<file path="src/rtl/vedic_mult_nxn.sv">
// Sequential Urdhva-Tiryakbhyam multiplier, WIDTH x WIDTH -> 2*WIDTH, one crosswise column per cycle.
// Latency: m_tvalid rises 2*WIDTH-1 edges after the edge that captures the later operand.
// Backpressure: each operand channel drops tready after capture and re-opens only on the result handshake.
//
// Ports:
//   clk             rising-edge clock
//   arst            asynchronous, active-high reset (aborts any operation in flight)
//   s_a_tdata/_tvalid/_tready   operand A channel (valid/ready)
//   s_b_tdata/_tvalid/_tready   operand B channel (valid/ready)
//   m_result_tdata  2*WIDTH-bit product, registered, stable while m_tvalid=1
//   m_tvalid/m_tready           result channel (valid/ready)
//   busy            high while computing or holding a result
//
// Build option: define VEDIC_SIGNED_EN for two's complement operands/result; the column engine
// then multiplies magnitudes and the sign is applied when the result register is loaded.

module vedic_mult_nxn #(
   parameter int WIDTH = 8
) (
   input  logic               clk,
   input  logic               arst,
   input  logic [WIDTH-1:0]   s_a_tdata,
   input  logic               s_a_tvalid,
   output logic               s_a_tready,
   input  logic [WIDTH-1:0]   s_b_tdata,
   input  logic               s_b_tvalid,
   output logic               s_b_tready,
   output logic [2*WIDTH-1:0] m_result_tdata,
   output logic               m_tvalid,
   input  logic               m_tready,
   output logic               busy
);

   localparam int PW  = 2 * WIDTH;          // product width
   localparam int CW  = $clog2(WIDTH) + 2;  // column sum + carry
   localparam int CLW = $clog2(PW);         // column counter width
   localparam logic [CLW-1:0] LAST_COL = CLW'(PW - 2);

   typedef enum logic [1:0] {
      S_IDLE    = 2'd0,
      S_COMPUTE = 2'd1,
      S_DONE    = 2'd2
   } state_t;

   state_t           state_q, state_d;
   logic [WIDTH-1:0] a_q, a_d;
   logic [WIDTH-1:0] b_q, b_d;
   logic             a_cap_q, a_cap_d;
   logic             b_cap_q, b_cap_d;
   logic             sa_rdy_q, sa_rdy_d;
   logic             sb_rdy_q, sb_rdy_d;
   logic [CLW-1:0]   col_q, col_d;
   logic [CW-1:0]    carry_q, carry_d;
   logic [PW-2:0]    prod_q, prod_d;      // bits 0..PW-2; the top bit comes straight from the final carry
   logic [PW-1:0]    res_q, res_d;
   logic             m_vld_q, m_vld_d;
   logic             busy_q, busy_d;

   logic             a_hs;
   logic             b_hs;
   logic [WIDTH-1:0] a_in;
   logic [WIDTH-1:0] b_in;
   logic [CW-1:0]    acc;
   logic [PW-1:0]    final_w;

   assign a_hs = s_a_tvalid & sa_rdy_q;
   assign b_hs = s_b_tvalid & sb_rdy_q;

`ifdef VEDIC_SIGNED_EN
   logic sign_a_q, sign_a_d;
   logic sign_b_q, sign_b_d;

   // Magnitude of the most negative value is 2^(WIDTH-1), which still fits unsigned in WIDTH bits.
   assign a_in = s_a_tdata[WIDTH-1] ? -s_a_tdata : s_a_tdata;
   assign b_in = s_b_tdata[WIDTH-1] ? -s_b_tdata : s_b_tdata;
`else
   assign a_in = s_a_tdata;
   assign b_in = s_b_tdata;
`endif

   // Column engine: row i contributes a[i] & b[col-i]. Shifting b left by i lines b[col-i]
   // up at bit position col, and the zero fill handles the out-of-range indices for free.
   // The rows are then summed as a short chain seeded with the running carry.
   logic [CW-1:0] psum [0:WIDTH];

   assign psum[0] = carry_q;

   for (genvar i = 0; i < WIDTH; i++) begin : g_row
      logic [PW-1:0] row_w;
      assign row_w       = PW'(b_q) << i;
      assign psum[i + 1] = psum[i] + CW'(a_q[i] & row_w[col_q]);
   end

   assign acc = psum[WIDTH];

   always_comb begin
      state_d  = state_q;
      a_d      = a_q;
      b_d      = b_q;
      a_cap_d  = a_cap_q;
      b_cap_d  = b_cap_q;
      sa_rdy_d = sa_rdy_q;
      sb_rdy_d = sb_rdy_q;
      col_d    = col_q;
      carry_d  = carry_q;
      prod_d   = prod_q;
      res_d    = res_q;
      m_vld_d  = m_vld_q;
      final_w  = '0;
`ifdef VEDIC_SIGNED_EN
      sign_a_d = sign_a_q;
      sign_b_d = sign_b_q;
`endif

      // Operand capture is independent per channel; ready is only ever high in IDLE.
      if (a_hs) begin
         a_d      = a_in;
         a_cap_d  = 1'b1;
         sa_rdy_d = 1'b0;
`ifdef VEDIC_SIGNED_EN
         sign_a_d = s_a_tdata[WIDTH-1];
`endif
      end
      if (b_hs) begin
         b_d      = b_in;
         b_cap_d  = 1'b1;
         sb_rdy_d = 1'b0;
`ifdef VEDIC_SIGNED_EN
         sign_b_d = s_b_tdata[WIDTH-1];
`endif
      end

      case (state_q)
         S_IDLE: begin
            // Start on the same edge that captures the second operand.
            if ((a_cap_q | a_hs) && (b_cap_q | b_hs)) begin
               state_d = S_COMPUTE;
               col_d   = '0;
               carry_d = '0;
            end
         end

         S_COMPUTE: begin
            prod_d[col_q] = acc[0];
            carry_d       = acc >> 1;
            col_d         = col_q + 1'b1;
            if (col_q == LAST_COL) begin
               // The carry out of the last column is at most 1, so acc[1] is the MSB.
               final_w = {acc[1], prod_d};
`ifdef VEDIC_SIGNED_EN
               res_d   = (sign_a_q ^ sign_b_q) ? -final_w : final_w;
`else
               res_d   = final_w;
`endif
               m_vld_d = 1'b1;
               state_d = S_DONE;
            end
         end

         S_DONE: begin
            if (m_tready) begin
               m_vld_d  = 1'b0;
               sa_rdy_d = 1'b1;
               sb_rdy_d = 1'b1;
               a_cap_d  = 1'b0;
               b_cap_d  = 1'b0;
               state_d  = S_IDLE;
            end
         end

         default: begin
            state_d = S_IDLE;
         end
      endcase

      busy_d = (state_d != S_IDLE);
   end

   always_ff @(posedge clk or posedge arst) begin
      if (arst) begin
         state_q  <= S_IDLE;
         a_q      <= '0;
         b_q      <= '0;
         a_cap_q  <= 1'b0;
         b_cap_q  <= 1'b0;
         sa_rdy_q <= 1'b1;
         sb_rdy_q <= 1'b1;
         col_q    <= '0;
         carry_q  <= '0;
         prod_q   <= '0;
         res_q    <= '0;
         m_vld_q  <= 1'b0;
         busy_q   <= 1'b0;
`ifdef VEDIC_SIGNED_EN
         sign_a_q <= 1'b0;
         sign_b_q <= 1'b0;
`endif
      end else begin
         state_q  <= state_d;
         a_q      <= a_d;
         b_q      <= b_d;
         a_cap_q  <= a_cap_d;
         b_cap_q  <= b_cap_d;
         sa_rdy_q <= sa_rdy_d;
         sb_rdy_q <= sb_rdy_d;
         col_q    <= col_d;
         carry_q  <= carry_d;
         prod_q   <= prod_d;
         res_q    <= res_d;
         m_vld_q  <= m_vld_d;
         busy_q   <= busy_d;
`ifdef VEDIC_SIGNED_EN
         sign_a_q <= sign_a_d;
         sign_b_q <= sign_b_d;
`endif
      end
   end

   assign s_a_tready     = sa_rdy_q;
   assign s_b_tready     = sb_rdy_q;
   assign m_result_tdata = res_q;
   assign m_tvalid       = m_vld_q;
   assign busy           = busy_q;

endmodule

</file>
<file path="config.mk">
export PLATFORM = sky130hd
export DESIGN_NAME = vedic_mult_nxn
export DESIGN_NICKNAME = d
export VERILOG_FILES = /design/src/rtl/vedic_mult_nxn.sv
export SDC_FILE = /design/constraint.sdc
export NUM_CORES = 1
export LEC_CHECK = 0
export ABC_CLOCK_PERIOD_IN_PS = 5640
export CORE_ASPECT_RATIO = 0.7
export CORE_UTILIZATION = 55
export CTS_CLUSTER_DIAMETER = 100
export DETAILED_ROUTE_END_ITERATION = 10
export MAX_ROUTING_LAYER = met4
export PLACE_DENSITY = 0.88
export SKIP_CTS_REPAIR_TIMING = 1
export SLEW_MARGIN = 20
export SYNTH_ARGS = -nofsm -noshare
export SYNTH_HDL_FRONTEND = slang
export SYNTH_SLANG_ARGS = --single-unit
export TNS_END_PERCENT = 20
</file>
<file path="constraint.sdc">
create_clock -name clk -period 5.64 [get_ports clk]
set_input_delay 0.846 -clock clk [delete_from_list [all_inputs] [get_ports clk]]
set_output_delay 0.846 -clock clk [all_outputs]
set_load 0.01 [all_outputs]
</file>
# [Word level (Yosys, flattened, before mapping)]
# Index checks and enable logic that the tools add are counted.
[classes] addsub=9 order_cmp=2 n_eq_ne=6 muxes=42 n_bitwise=12 reduce_logical=9
[ops] op="$add A5 B1 Y5" n=8
[ops] op="$bmux W1 S4" n=8
[ops] op="$mux W1" n=23
[ops] op="$bwmux W15" n=1
[ops] op="$and A1 B1 Y1" n=10
[ops] op="$pmux W5 S2" n=1
[ops] op="$pmux W4 S2" n=1
[ops] op="$mux W2" n=3
[ops] op="$ne A2 B2 Y1 const B" n=3
[ops] op="$pmux W2 S3" n=1
[ops] op="$reduce_bool A2 Y1" n=3
[ops] op="$lt A4 B5 Y1 const B" n=1
[ops] op="$mux W5" n=1
[ops] op="$add A4 B1 Y4 const B" n=1
[ops] op="$demux W1 S4" n=1
[ops] op="$eq A4 B4 Y1 const B" n=1
[ops] op="$ge A4 B1 Y1 const B" n=1
[ops] op="$mux W4" n=1
[ops] op="$reduce_and A2 Y1" n=2
[ops] op="$reduce_and A3 Y1" n=1
[ops] op="$eq A2 B1 Y1 const B" n=1
[ops] op="$eq A2 B2 Y1 const B" n=1
[ops] op="$logic_and A1 B1 Y1" n=2
[ops] op="$logic_not A2 Y1" n=1
[ops] op="other kinds (2)" n=3
[word_totals] reg_bits=64 input_bits=21 output_inout_bits=20 word_cells=93

# [Longest topological paths before layout]
# Gate-level depths: netlist of the first run.
[depth] ltp_word=12 mapped_depth=18 depth_no_buf=16

# [Worst setup path after synthesis of the first run]
# OpenSTA, ideal clock, no wires.
[synth_path] path_type="reg-to-reg" start="register col_q[0]" end="register res_q[15], in the netlist m_result_tdata[15]" setup_ns=0.125 arrival_ns=4.179 required_time_ns=5.515 setup_slack_ns=1.336 stages_incl_launch_ff=16 path_buffers=1 period_less_slack_ns=4.304 cell_sequence="dfrtp_1 buf_6 mux4_2 nor2b_4 a31oi_1 nor3b_1 fa_1 inv_1 fa_1 inv_1 fa_1 inv_1 fa_1 inv_1 fa_1 mux2_2"
[synth_between] elab_chain_len=11 elab_cells_between_ends=34 classes_between="add/sub: 8; eq/ne: 1; mux: 16; bitwise: 8; reduce/logical: 1"
[synth_lines] element="start, declared" line="52" source="logic [CLW-1:0] col_q, col_d;"
[synth_lines] element="start signal, assigned" line="206" source="col_q <= col_d;"
[synth_lines] element="$bmux W1 S4" line="91" source="assign psum[i + 1] = psum[i] + CW'(a_q[i] & row_w[col_q]);"
[synth_lines] element="$mux W1 (not written as such)" line="91"
[synth_lines] element="$and A1 B1 Y1" line="91"
[synth_lines] element="$add A5 B1 Y5 (7 in a row)" line="91"
[synth_lines] element="$add A5 B1 Y5 (*)" line="91"
[synth_lines] element="named net acc[1]" line="63" source="logic [CW-1:0] acc;"
[synth_lines] element="end signal, assigned" line="209" source="res_q <= res_d;"
[synth_lines] element="end, declared" line="55" source="logic [PW-1:0] res_q, res_d;"
# The timed path passes the listed nets; every way through them passes the cells marked *. The select of a mux whose other input is x is not followed.
# A chain may end at the register's enable or synchronous reset.

# [Final worst setup path of the first run]
# Same ends and word-level chain as after synthesis.

==> impl_metrics.tcl, run 1 <==
set metrics [dict create \
    drv_cap 0 \
    cts_buffer_depth 2 \
    yosysMostFrequentCell "dfrtp_1" \
    gp_congestion 0.9512 \
    relSlewSlack 0.3871 \
    setup_tns_ns 0 \
    clock-skew-final_ns 0.003933 \
    yosys.area.top_type "dfrtp_1" \
    hp-class "flip-flop to flip-flop" \
    finalPower_mw 2.563 \
    critPathKind "flip-flop to flip-flop" \
    cts_num_sinks 62 \
    tightest_slew_ns 0.9123 \
    p_leak_nw 1.729 \
    grt.overflow.total 0 \
    yosysSeqAreaShare 0.4790 \
    p_per_area_nw_per_um2 662.5 \
    synth_edf_count 0 \
    clk_latency_ns 0.34 \
    avgSynthCellArea_um2 10.57 \
    hold_viol_final 0 \
    finalCriticalPeriod_ns 4.891 \
    clk_pin_slew_ns 0.07 \
    drv_slew 0 \
    synth_area_um2 3244 \
    yosysTopAreaCellShare 0.4628 \
    clock-root-buffer "clkbuf_8" \
    critPathLaunchType "flip-flop" \
    cp.required_ns 5.87 \
    yosys-top-cells-count "60 x dfrtp_1, 38 x a21oi_1, 24 x nand2_1" \
    fin_nets 377 \
    grt_max_degree 63 \
    syn_inst 307 \
    num_rows 22 \
    vias 2455 \
    layout-drive-gt1-share 0.1503 \
    routed_wl_um 6906 \
    via_per_inst 5.873 \
    place_area_um2 3636 \
    end_kind "flip-flop" \
    antenna_left 0 \
    io_buffers 40 \
    drt_iter0_drc 294 \
    core_region_area_um2 5450 \
    cp.arrival_ns 5.12 \
    rsz0062_at_grt "false" \
    fill_cells 405 \
    cts_tree "yes" \
    dp_hpwl_um 4585 \
    remaining_drc_errors 0 \
    ys_types 50 \
    antenna_found_initial 0 \
    die_x_um 93.80 \
    start_util 0.5953 \
    first_pass_iters 5 \
    grt_pass1_vias 2299 \
    avgRoutedWirePerCell_um 16.52 \
    peakVddDrop_uv 356.3 \
    track_usage 0.2540 \
    n_antenna_cell 0 \
    grt_pass1_wl_um 11380 \
    async_reset_ff_frac 1.000 \
    final_area_um2 3869 \
    clock.fmax_ghz 0.2045 \
    synth_area_leaders "dfrtp_1 46%, mux2_2 8.0%, a21oi_1 5.9%" \
    yosys_warnings 0 \
    cts_made_buffers 9 \
    ioPinCount 41 \
    dieHeight_um 66.26 \
    design.die.area_um2 6215 \
    status "completed" \
    cp_max_fo 18 \
    syn_to_final_growth_pct 19.24 \
    synthFlopType "dfrtp_1" \
    synth_nets 343 \
    finalSetupViolCount 0 \
    finalCritPeriodShare 0.8672 \
    htreeDepth 3 \
    synth_seq_cells 62 \
]
cells in the final DEF (no fill, tap or decap), types with 4 or more instances in the layout:
cell type / Yosys / final
o21ai_0: 11 / 11
clkdlybuf4s50_1: 0 / 40
dfrtp_1: 60 / 60
a31oi_1: 8 / 8
fa_1: 5 / 5
nand3_1: 4 / 4
a21oi_1: 38 / 38
nand2_1: 24 / 24
clkbuf_8: 0 / 11
nor2_1: 18 / 18
inv_1: 16 / 15
mux2i_1: 13 / 13
ha_1: 10 / 10
mux2_2: 23 / 23
nand2b_1: 5 / 5
logic make-up after synthesis:
group           share of synthesized area
simple gates                       0.1246
compound gates                     0.1404
flops                              0.4790
buf+inv                           0.05707
mux                                0.1269
fa+ha+maj                         0.06942
xor+xnor                         0.002700
cell type report:
class | instances | area, um2 | share of cell area
Inverter | 17 | 63.81 | 0.01649
Sequential cell | 62 | 1554 | 0.4017
Tap cell | 72 | 90.09 | 0.02329
Clock buffer | 11 | 151.4 | 0.03913
Timing Repair Buffer | 43 | 422.9 | 0.1093
Multi-Input combinational cell | 208 | 1505 | 0.3891
Clock inverter | 5 | 81.33 | 0.02102
where the power goes:
group / total, mW / internal (mW) / switching (mW)
clock: 0.446 / 0.273 / 0.173
combinational: 1.25 / 0.565 / 0.686
sequential: 0.866 / 0.649 / 0.218
metal layers:
layer	vias to the layer above	wire length, um	part of all wire	global-route usage
met1	1190	3107	0.45	0.3461
li1	1139	-	-	-
met4	0	53	0.0077	0.05000
met5	-	0	0	-
met3	10	593	0.086	0.08391
met2	116	3151	0.46	0.3741
sequential cells by signal (all words and copies together), names as in the netlist:
name / cells
prod_q: 14
b_q: 8
carry_q: 4
a_cap_q: 1
a_q: 8
s_b_tready: 1
b_cap_q: 1
busy: 1
m_result_tdata: 16
s_a_tready: 1
m_tvalid: 1
state_q: 2
col_q: 4
critical path, stage by stage, from the launching register on:
cell     delay, ns
dfrtp_1       0.72
mux4_2        0.60
nor2b_4       0.14
a31oi_1       0.22
nor3b_1       0.10
fa_1          0.54
inv_1         0.05
fa_1          0.53
inv_1         0.06
fa_1          0.53
inv_1         0.06
fa_1          0.44
inv_1         0.08
fa_1          0.42
mux2_2        0.28
stage by stage:
| step | util | hold slack (ns) | instances | setup slack [ns] |
|---|---|---|---|---|
| floorplan | - | 0.4491 | 307 | 1.336 |
| global placement | 0.6671 | 0.4599 | 402 | 0.9476 |
| detailed placement | 0.6671 | 0.4723 | 402 | 0.8126 |
| CTS | 0.7098 | 0.4884 | 418 | 0.7434 |
| global route | 0.7098 | 0.5099 | 418 | 0.5182 |
| finish | 0.7098 | 0.4819 | 418 | 0.7491 |
path summary, 6_finish.rpt:
kind | cells past startpoint | slack [ns] | from | end
setup / recovery | 14 | 0.75 | col_q[0]$_DFFE_PP0P_ | m_result_tdata[15]$_DFFE_PP0P_
max in group asynchronous | 3 | 4.10 | arst | carry_q[2]$_DFFE_PP0P_
setup reg to reg | 14 | 0.75 | col_q[0]$_DFFE_PP0P_ | m_result_tdata[15]$_DFFE_PP0P_
min in group asynchronous | 3 | 1.04 | arst | m_result_tdata[3]$_DFFE_PP0P_
hold / removal | 1 | 0.48 | m_tvalid$_DFFE_PP0P_ | m_tvalid$_DFFE_PP0P_
hold reg to reg | 1 | 0.48 | m_tvalid$_DFFE_PP0P_ | m_tvalid$_DFFE_PP0P_
Note: power is estimated with default switching activity, not from simulation.
==> run 2, diff against run 1 <==
- CTS_CLUSTER_DIAMETER: 100 -> not set
==> results of run 2 <==
No change in the layout: final DEF, timing and power equal those of run 1.
==> run 3, diff against run 2 <==
- ABC_CLOCK_PERIOD_IN_PS: 5640 -> not set
- CTS_CLUSTER_DIAMETER: not set -> 40
- CTS_CLUSTER_SIZE: not set -> 12
==> results of run 3 <==
No change in the layout: final DEF, timing and power equal those of run 1.
